**src/rtl/riscv_ctrl_pkg.sv**
```systemverilog
// Shared types for the RV32I multi-cycle control sequencer: ALU operation
// codes, instruction opcodes, instruction classes and FSM states.
// Optional feature macro: RV32M_EN (adds the MULDIV state).
package riscv_ctrl_pkg;

   typedef enum logic [3:0] {
      ALU_ADD  = 4'b0000,
      ALU_SUB  = 4'b0001,
      ALU_XOR  = 4'b0010,
      ALU_OR   = 4'b0011,
      ALU_AND  = 4'b0100,
      ALU_SLL  = 4'b0101,
      ALU_SRL  = 4'b0110,
      ALU_SRA  = 4'b0111,
      ALU_SLT  = 4'b1000,
      ALU_SLTU = 4'b1001,
      ALU_BEQ  = 4'b1010,
      ALU_BNE  = 4'b1011,
      ALU_BLT  = 4'b1100,
      ALU_BGE  = 4'b1101,
      ALU_BLTU = 4'b1110,
      ALU_BGEU = 4'b1111
   } alu_op_e;

   localparam logic [6:0] OPC_OP     = 7'b0110011;
   localparam logic [6:0] OPC_OP_IMM = 7'b0010011;
   localparam logic [6:0] OPC_LOAD   = 7'b0000011;
   localparam logic [6:0] OPC_STORE  = 7'b0100011;
   localparam logic [6:0] OPC_BRANCH = 7'b1100011;

   localparam logic [6:0] FUNCT7_MULDIV = 7'b0000001;

   typedef enum logic [2:0] {
      CLS_OP     = 3'd0,
      CLS_OP_IMM = 3'd1,
      CLS_LOAD   = 3'd2,
      CLS_STORE  = 3'd3,
      CLS_BRANCH = 3'd4,
      CLS_MULDIV = 3'd5
   } instr_class_e;

   typedef enum logic [2:0] {
      ST_IDLE   = 3'd0,
      ST_DECODE = 3'd1,
      ST_EXEC   = 3'd2,
      ST_MEM    = 3'd3,
      ST_WB     = 3'd4,
      ST_TRAP   = 3'd5
`ifdef RV32M_EN
      ,
      ST_MULDIV = 3'd6
`endif
   } ctrl_state_e;

   // Integer ALU mapping shared by OP and OP-IMM; alt selects sub/sra.
   function automatic alu_op_e alu_op_from_funct3(input logic [2:0] funct3,
                                                  input logic       alt);
      alu_op_e op;
      case (funct3)
         3'b000:  op = alt ? ALU_SUB : ALU_ADD;
         3'b001:  op = ALU_SLL;
         3'b010:  op = ALU_SLT;
         3'b011:  op = ALU_SLTU;
         3'b100:  op = ALU_XOR;
         3'b101:  op = alt ? ALU_SRA : ALU_SRL;
         3'b110:  op = ALU_OR;
         default: op = ALU_AND;
      endcase
      return op;
   endfunction

endpackage

```
**src/rtl/alu_op_decode.sv**
```systemverilog
// Combinational RV32I decoder: instruction word -> ALU operation, class,
// illegal flag. Optional feature macro: RV32M_EN (accepts funct7=0000001 on OP).
module alu_op_decode
   import riscv_ctrl_pkg::*;
(
   input  logic [31:0]  instr,
   output alu_op_e      alu_op,
   output instr_class_e cls,
   output logic         illegal
);

   logic [6:0] opcode;
   logic [2:0] funct3;
   logic [6:0] funct7;

   // Register and immediate fields do not influence control decoding.
   logic unused_fields;
   assign unused_fields = ^{instr[24:15], instr[11:7]};

   // Field extraction.
   always_comb begin
      opcode = instr[6:0];
      funct3 = instr[14:12];
      funct7 = instr[31:25];
   end

   // Opcode/funct decode into ALU operation and instruction class.
   always_comb begin
      alu_op  = ALU_ADD;
      cls     = CLS_OP;
      illegal = 1'b0;
      case (opcode)
         OPC_OP: begin
            cls = CLS_OP;
            if (funct7 == FUNCT7_MULDIV) begin
`ifdef RV32M_EN
               cls = CLS_MULDIV;
`else
               illegal = 1'b1;
`endif
            end else begin
               alu_op = alu_op_from_funct3(funct3, funct7[5]);
            end
         end
         OPC_OP_IMM: begin
            cls    = CLS_OP_IMM;
            // addi ignores bit 30 (it is immediate data); only srai uses it.
            alu_op = alu_op_from_funct3(funct3, (funct3 == 3'b101) && instr[30]);
         end
         OPC_LOAD: begin
            cls = CLS_LOAD;
         end
         OPC_STORE: begin
            cls = CLS_STORE;
         end
         OPC_BRANCH: begin
            cls = CLS_BRANCH;
            case (funct3)
               3'b000:  alu_op = ALU_BEQ;
               3'b001:  alu_op = ALU_BNE;
               3'b100:  alu_op = ALU_BLT;
               3'b101:  alu_op = ALU_BGE;
               3'b110:  alu_op = ALU_BLTU;
               3'b111:  alu_op = ALU_BGEU;
               default: illegal = 1'b1;
            endcase
         end
         default: begin
            illegal = 1'b1;
         end
      endcase
   end

endmodule

```
**src/rtl/alu_ctrl_fsm.sv**
```systemverilog
// Multi-cycle RV32I control sequencer driving the ALU alu_control/zero
// interface and register-file, memory and PC strobes.
// Optional feature macro: RV32M_EN (MULDIV state with md_start/md_op/md_done).
module alu_ctrl_fsm
   import riscv_ctrl_pkg::*;
#(
   parameter int unsigned XLEN        = 32,
   parameter int unsigned MEM_TIMEOUT = 255
) (
   input  logic            clk,
   input  logic            rst,
   input  logic [XLEN-1:0] instr,
   input  logic            instr_valid,
   output logic            instr_ack,
   input  logic            zero,
   output logic [3:0]      alu_control,
   output logic            alu_src_imm,
   output logic            mem_read,
   output logic            mem_write,
   input  logic            mem_ready,
   output logic            reg_write,
   output logic            pc_write,
   output logic            pc_src_branch,
   output logic            illegal,
   output logic            busy
`ifdef RV32M_EN
   ,
   output logic            md_start,
   output logic [2:0]      md_op,
   input  logic            md_done
`endif
);

   localparam int unsigned TMO_W = (MEM_TIMEOUT > 1) ? $clog2(MEM_TIMEOUT) : 1;
   localparam logic [TMO_W-1:0] TMO_LAST = TMO_W'(MEM_TIMEOUT - 1);

   ctrl_state_e     state_q,  state_d;
   logic [XLEN-1:0] instr_q,  instr_d;
   alu_op_e         alu_op_q, alu_op_d;
   instr_class_e    cls_q,    cls_d;
   logic [TMO_W-1:0] tmo_q,   tmo_d;

   alu_op_e      dec_op;
   instr_class_e dec_cls;
   logic         dec_illegal;
   logic         imm_class;

   alu_op_decode u_decode (
      .instr   (instr_q),
      .alu_op  (dec_op),
      .cls     (dec_cls),
      .illegal (dec_illegal)
   );

   // State and datapath-control registers.
   always_ff @(posedge clk) begin
      if (rst) begin
         state_q  <= ST_IDLE;
         instr_q  <= '0;
         alu_op_q <= ALU_ADD;
         cls_q    <= CLS_OP;
         tmo_q    <= '0;
      end else begin
         state_q  <= state_d;
         instr_q  <= instr_d;
         alu_op_q <= alu_op_d;
         cls_q    <= cls_d;
         tmo_q    <= tmo_d;
      end
   end

   // Next-state logic; tmo counts wait cycles in MEM (and MULDIV).
   always_comb begin
      state_d  = state_q;
      instr_d  = instr_q;
      alu_op_d = alu_op_q;
      cls_d    = cls_q;
      tmo_d    = '0;
      case (state_q)
         ST_IDLE: begin
            if (instr_valid) begin
               instr_d = instr;
               state_d = ST_DECODE;
            end
         end
         ST_DECODE: begin
            alu_op_d = dec_op;
            cls_d    = dec_cls;
            if (dec_illegal) begin
               state_d = ST_TRAP;
`ifdef RV32M_EN
            end else if (dec_cls == CLS_MULDIV) begin
               state_d = ST_MULDIV;
`endif
            end else begin
               state_d = ST_EXEC;
            end
         end
         ST_EXEC: begin
            case (cls_q)
               CLS_BRANCH:          state_d = ST_IDLE;
               CLS_LOAD, CLS_STORE: state_d = ST_MEM;
               default:             state_d = ST_WB;
            endcase
         end
         ST_MEM: begin
            if (mem_ready) begin
               state_d = (cls_q == CLS_LOAD) ? ST_WB : ST_IDLE;
            end else if (tmo_q == TMO_LAST) begin
               state_d = ST_TRAP;
            end else begin
               tmo_d = tmo_q + 1'b1;
            end
         end
`ifdef RV32M_EN
         ST_MULDIV: begin
            if (md_done) begin
               state_d = ST_WB;
            end else if (tmo_q == TMO_LAST) begin
               state_d = ST_TRAP;
            end else begin
               tmo_d = tmo_q + 1'b1;
            end
         end
`endif
         ST_WB:   state_d = ST_IDLE;
         ST_TRAP: state_d = ST_IDLE;
         default: state_d = ST_IDLE;
      endcase
   end

   // Operand-B immediate select by class.
   always_comb begin
      imm_class = (cls_q == CLS_OP_IMM) || (cls_q == CLS_LOAD) || (cls_q == CLS_STORE);
   end

   // Output decode; everything is forced low while rst is high.
   always_comb begin
      instr_ack     = 1'b0;
      alu_control   = ALU_ADD;
      alu_src_imm   = 1'b0;
      mem_read      = 1'b0;
      mem_write     = 1'b0;
      reg_write     = 1'b0;
      pc_write      = 1'b0;
      pc_src_branch = 1'b0;
      illegal       = 1'b0;
      busy          = 1'b0;
`ifdef RV32M_EN
      md_start      = 1'b0;
      md_op         = '0;
`endif
      if (!rst) begin
         busy = (state_q != ST_IDLE);
         case (state_q)
            ST_IDLE: begin
               instr_ack = instr_valid;
            end
            ST_EXEC: begin
               alu_control = alu_op_q;
               alu_src_imm = imm_class;
               if (cls_q == CLS_BRANCH) begin
                  pc_write      = 1'b1;
                  pc_src_branch = zero;
               end
            end
            ST_MEM: begin
               alu_control = alu_op_q;
               alu_src_imm = imm_class;
               mem_read    = (cls_q == CLS_LOAD);
               mem_write   = (cls_q == CLS_STORE);
               pc_write    = mem_ready && (cls_q == CLS_STORE);
            end
`ifdef RV32M_EN
            ST_MULDIV: begin
               alu_control = alu_op_q;
               md_start    = (tmo_q == '0);
               md_op       = instr_q[14:12];
            end
`endif
            ST_WB: begin
               alu_control = alu_op_q;
               alu_src_imm = imm_class;
               reg_write   = 1'b1;
               pc_write    = 1'b1;
            end
            ST_TRAP: begin
               illegal  = 1'b1;
               pc_write = 1'b1;
            end
            default: ;
         endcase
      end
   end

endmodule

```
**config.mk**
```make
export PLATFORM = sky130hd
export DESIGN_NAME = alu_ctrl_fsm
export DESIGN_NICKNAME = d
export VERILOG_FILES = /design/src/rtl/riscv_ctrl_pkg.sv /design/src/rtl/alu_op_decode.sv /design/src/rtl/alu_ctrl_fsm.sv
export SDC_FILE = /design/constraint.sdc
export NUM_CORES = 1
export LEC_CHECK = 0
export ABC_CLOCK_PERIOD_IN_PS = 2000
export BUFFER_PORTS_ARGS = -buffer_cell sky130_fd_sc_hd__buf_2
export CAP_MARGIN = 20
export CORE_MARGIN = 4
export CORE_UTILIZATION = 45
export CTS_CLUSTER_DIAMETER = 50
export DETAILED_ROUTE_END_ITERATION = 6
export GPL_ROUTABILITY_DRIVEN = 0
export GPL_TIMING_DRIVEN = 1
export PLACE_DENSITY = 0.67
export SKIP_LAST_GASP = 1
export SYNTH_ARGS = -nofsm -noshare
export SYNTH_HDL_FRONTEND = slang
export SYNTH_SLANG_ARGS = --single-unit
```
**constraint.sdc**
```tcl
create_clock -name clk -period 2 [get_ports clk]
set_clock_uncertainty 0.1 [all_clocks]
set_input_delay 0.1 -clock clk [delete_from_list [all_inputs] [get_ports clk]]
set_output_delay 0.1 -clock clk [all_outputs]
set_load 0.02 [all_outputs]
```
==> results by group <==
Cells and area
  – Final nets: a little over 300
  – Design Area, Final: around 2200 sq um
  – Commonest non-fill, non-tap cell in the layout: nand2_1
  – Fill cells: approximately 350
  – Most frequent cells in the layout: nand2_1 (44), dfxtp_1 (34), buf_2 (34)
  – Layout area overhead: 27.5%
  – Layout cells sized above 1: between 20% and 30%
  – Multi-input logic area: around 970 sq um
  – Layout Utilization: 59.5%
  – Diode count: 0
  – FF/Latch Area: between 700 and 800 sq um

Critical path
  – Buf/Inv on CP: 2
  – Delay-heaviest family, CP: simple AND/OR/NAND/NOR gates
  – Worst r2r src: instr_q[26]$_SDFFE_PP0P_
  – CP Max Fanout: 18
  – CP endpoint: instr_ack
  – Max incr delay on CP: between 0.4 and 0.5 ns
  – Critical-path top delay cell: dfxtp_1
  – Critical Path Start: state_q[2]$_SDFFE_PP0P_
  – WP depth: 5
  – RR Endpoint: alu_op_q[3]$_SDFFE_PP0N_
  – Critical path capture point type: primary output
  – Crit path kind: register to primary output
  – Cell count of the worst reg-to-reg path: 5
  – Critical Path RT: around 1.8 ns
  – CP cell instances: nor3_1 > nand2_1 > buf_4 > nor2_1 > buf_2
  – R2r setup slk: roughly 0.18 ns
  – WP data arrival: approximately 1.7 ns
  – Startpoint types: register

Floorplan
  – Site row count: 22
  – Ports: 50
  – Die width: 69.9 um
  – Die area: 4880 sq um
  – Initial Utilization: around 47%
  – CORE AREA: ~3700 sq um
  – Die H: between 60 and 70 um

Logic synthesis
  – Synthesized flop and latch total: 35
  – Syn_area_per_cell: about 7.8 sq um
  – Mapped Area: 1720 sq um
  – Post-synthesis sequential area ratio: slightly above 40%
  – Post-synth top area share: around two fifths
  – Top_reg_cell synth: dfxtp_1
  – Area contributors post-synth: dfxtp_1 (41%), nand2_1 (9.6%), a21oi_1 (8.4%), nor2_1 (5.9%), xor2_1 (2.5%)
  – Gate Count Post-Synth: 220
  – Synth Warn #: 0
  – Number of synthesized flops with an enable pin: 0
  – Post-synthesis async set-or-reset flop share: 0%
  – Synth unique cells: 42
  – Top cell type by total area after synthesis: dfxtp_1
  – Net Count, Synth: 259

Clock network
  – Clock slew at reported path FFs: roughly 0.06 ns
  – CTS buffer count: 5
  – H-tree Lvls: 2
  – Setup Buffers After CTS: 0
  – Clock sinks: 35
  – Clk root buf: clkbuf_8
  – Maximum clock path buffer count: 2
  – Skew-Pair Late Insertion Delay: about 0.28 ns
  – TritonCTS clock tree: built

Placement
  – HPWL Detailed: between 2000 and 2500 um
  – Placed Area: 1940 sq um
  – Pre-CTS setup slack: between 0.15 and 0.2 ns
  – PortBufs: 34

STA
  – Slew @ Worst Pin: roughly 0.38 ns
  – Tcrit/Tclk final: about 93%
  – Worst rel slew slack: approximately three quarters
  – RSZ-0062 raised after global routing: no
  – Final hold vios: 0
  – Setup_tns: 0 ns
  – Final WS setup: between 0.1 and 0.15 ns
  – F_max: between 500 and 600 MHz
  – Setup-failing EPs final: 0
  – Max-slew violations: 0
  – Fin crit period: approximately 1.9 ns

Global route
  – Largest net degree at the start of global routing: 20
  – Vias in the first global route: 1393
  – GRT overflow: 0
  – GRT Resource Usage Total: between 10% and 20%
  – Antenna violations before repair: 0
  – First-pass GRT wire length: 6260 um

Routing
  – Final ANT Viol Nets: 0
  – DR vias/cell: a little over 5
  – Total Wirelength: approximately 3700 um
  – Initial drt markers: 48
  – DRT Pass-1 Iters: 4
  – Avg WL per Cell: between 10 and 15 um
  – DRC errors left: 0
  – Via count: approximately 1600

Min path
  – Hold path depth: 2
  – Hold Startpoint: rst
  – Hold WC Path Type: input port to register

Pwr
  – P per Cell Area: 665 nW/um^2
  – VDD IR max: roughly 420 uV
  – Pleak: 0.000865 uW

Flow run
  – Max_cap viols: 0

Run status
  – Status: completed
cells in the mapped netlist (all sizes together) (2+ instances only):
master / instances
dfxtp: 35
and2: 5
xnor2: 3
a32o: 2
nor3b: 4
inv: 2
nand2b: 3
nor2: 27
clkbuf: 9
nor2b: 5
xor2: 5
nand4: 5
ha: 2
a21oi: 29
nor3: 6
nand2: 44
a22o: 3
buf: 4
nand3: 5
nor4: 4
state kept, by name, indices dropped and copies added, names as in the netlist:
name      count
alu_op_q      4
cls_q         3
instr_q      17
state_q       3
tmo_q         8
metrics by stage:
step / total power [uW] / cells / hold slack [ns]
after floorplan: 912 / 220 / 0.136
after global placement: 969 / 294 / 0.241
after detailed placement: 972 / 294 / 0.246
after CTS: 1480 / 319 / 0.0935
after global routing: 1540 / 319 / 0.109
final: 1460 / 319 / 0.101
final cells by class:
cell class                 count  area share [%]
tap                           48            2.74
timing repair buffer          56            17.2
sequential                    35            32.0
clock inverter                 1           0.228
inverter                       2           0.342
multi-input combinational    170            44.0
clock buffer                   7            3.48
worst register-to-register path, delay by kind of cell, from the launching register on:
family | cells | cell delay (ns)
AO/OA/AOI/OAI | 1 | 0.19
flip-flops | 1 | 0.32
multiplexers | 1 | 0.28
AND/OR/NAND/NOR | 3 | 0.83
repair_timing:
item,4_1_cts,5_1_grt
gates resized for setup,1,2
hold endpoints to repair,17,0
hold buffers,17,0
pin swaps,0,0
setup endpoints to repair,1,1
worst min path at each step:
stage and endpoint:
6_report state_q[1]$_SDFFE_PP0P_, 5_1_grt state_q[1]$_SDFFE_PP0P_, 4_1_cts cls_q[2]$_SDFFE_PP0N_, 3_5_place_dp instr_q[28]$_SDFFE_PP0P_, 3_3_place_gp instr_q[31]$_SDFFE_PP0P_, 2_1_floorplan instr_q[31]$_SDFFE_PP0P_
routing by layer:
metal  global-route usage [%]  vias to the layer above  part of all wire [%]
met5                        0                        -                     0
li1                         -                      859                     -
met2                     24.4                       37                    44
met4                     7.66                        0                   2.0
met3                     4.46                        6                   6.0
met1                     20.0                      723                    48
cells by family (layout without fill, tap and decap cells):
| logic type | count (synthesis) | count (layout) | share of synthesized area [%] |
|---|---|---|---|
| adders and majority gates | 2 | 2 | 1.45 |
| AOI/OAI and AO/OA | 42 | 42 | 15.1 |
| xor gates and xnor gates | 8 | 8 | 4.07 |
| buffers and inverters | 15 | 66 | 3.49 |
| DFF | 35 | 35 | 40.7 |
| muxes | 1 | 1 | 0.654 |
| and+or+nand+nor | 117 | 117 | 34.5 |
power breakdown:
part | switching [uW] | internal (uW)
logic | 118 | 105
clock network | 233 | 244
registers | 31.4 | 729
(Power assumes the default switching activity.)
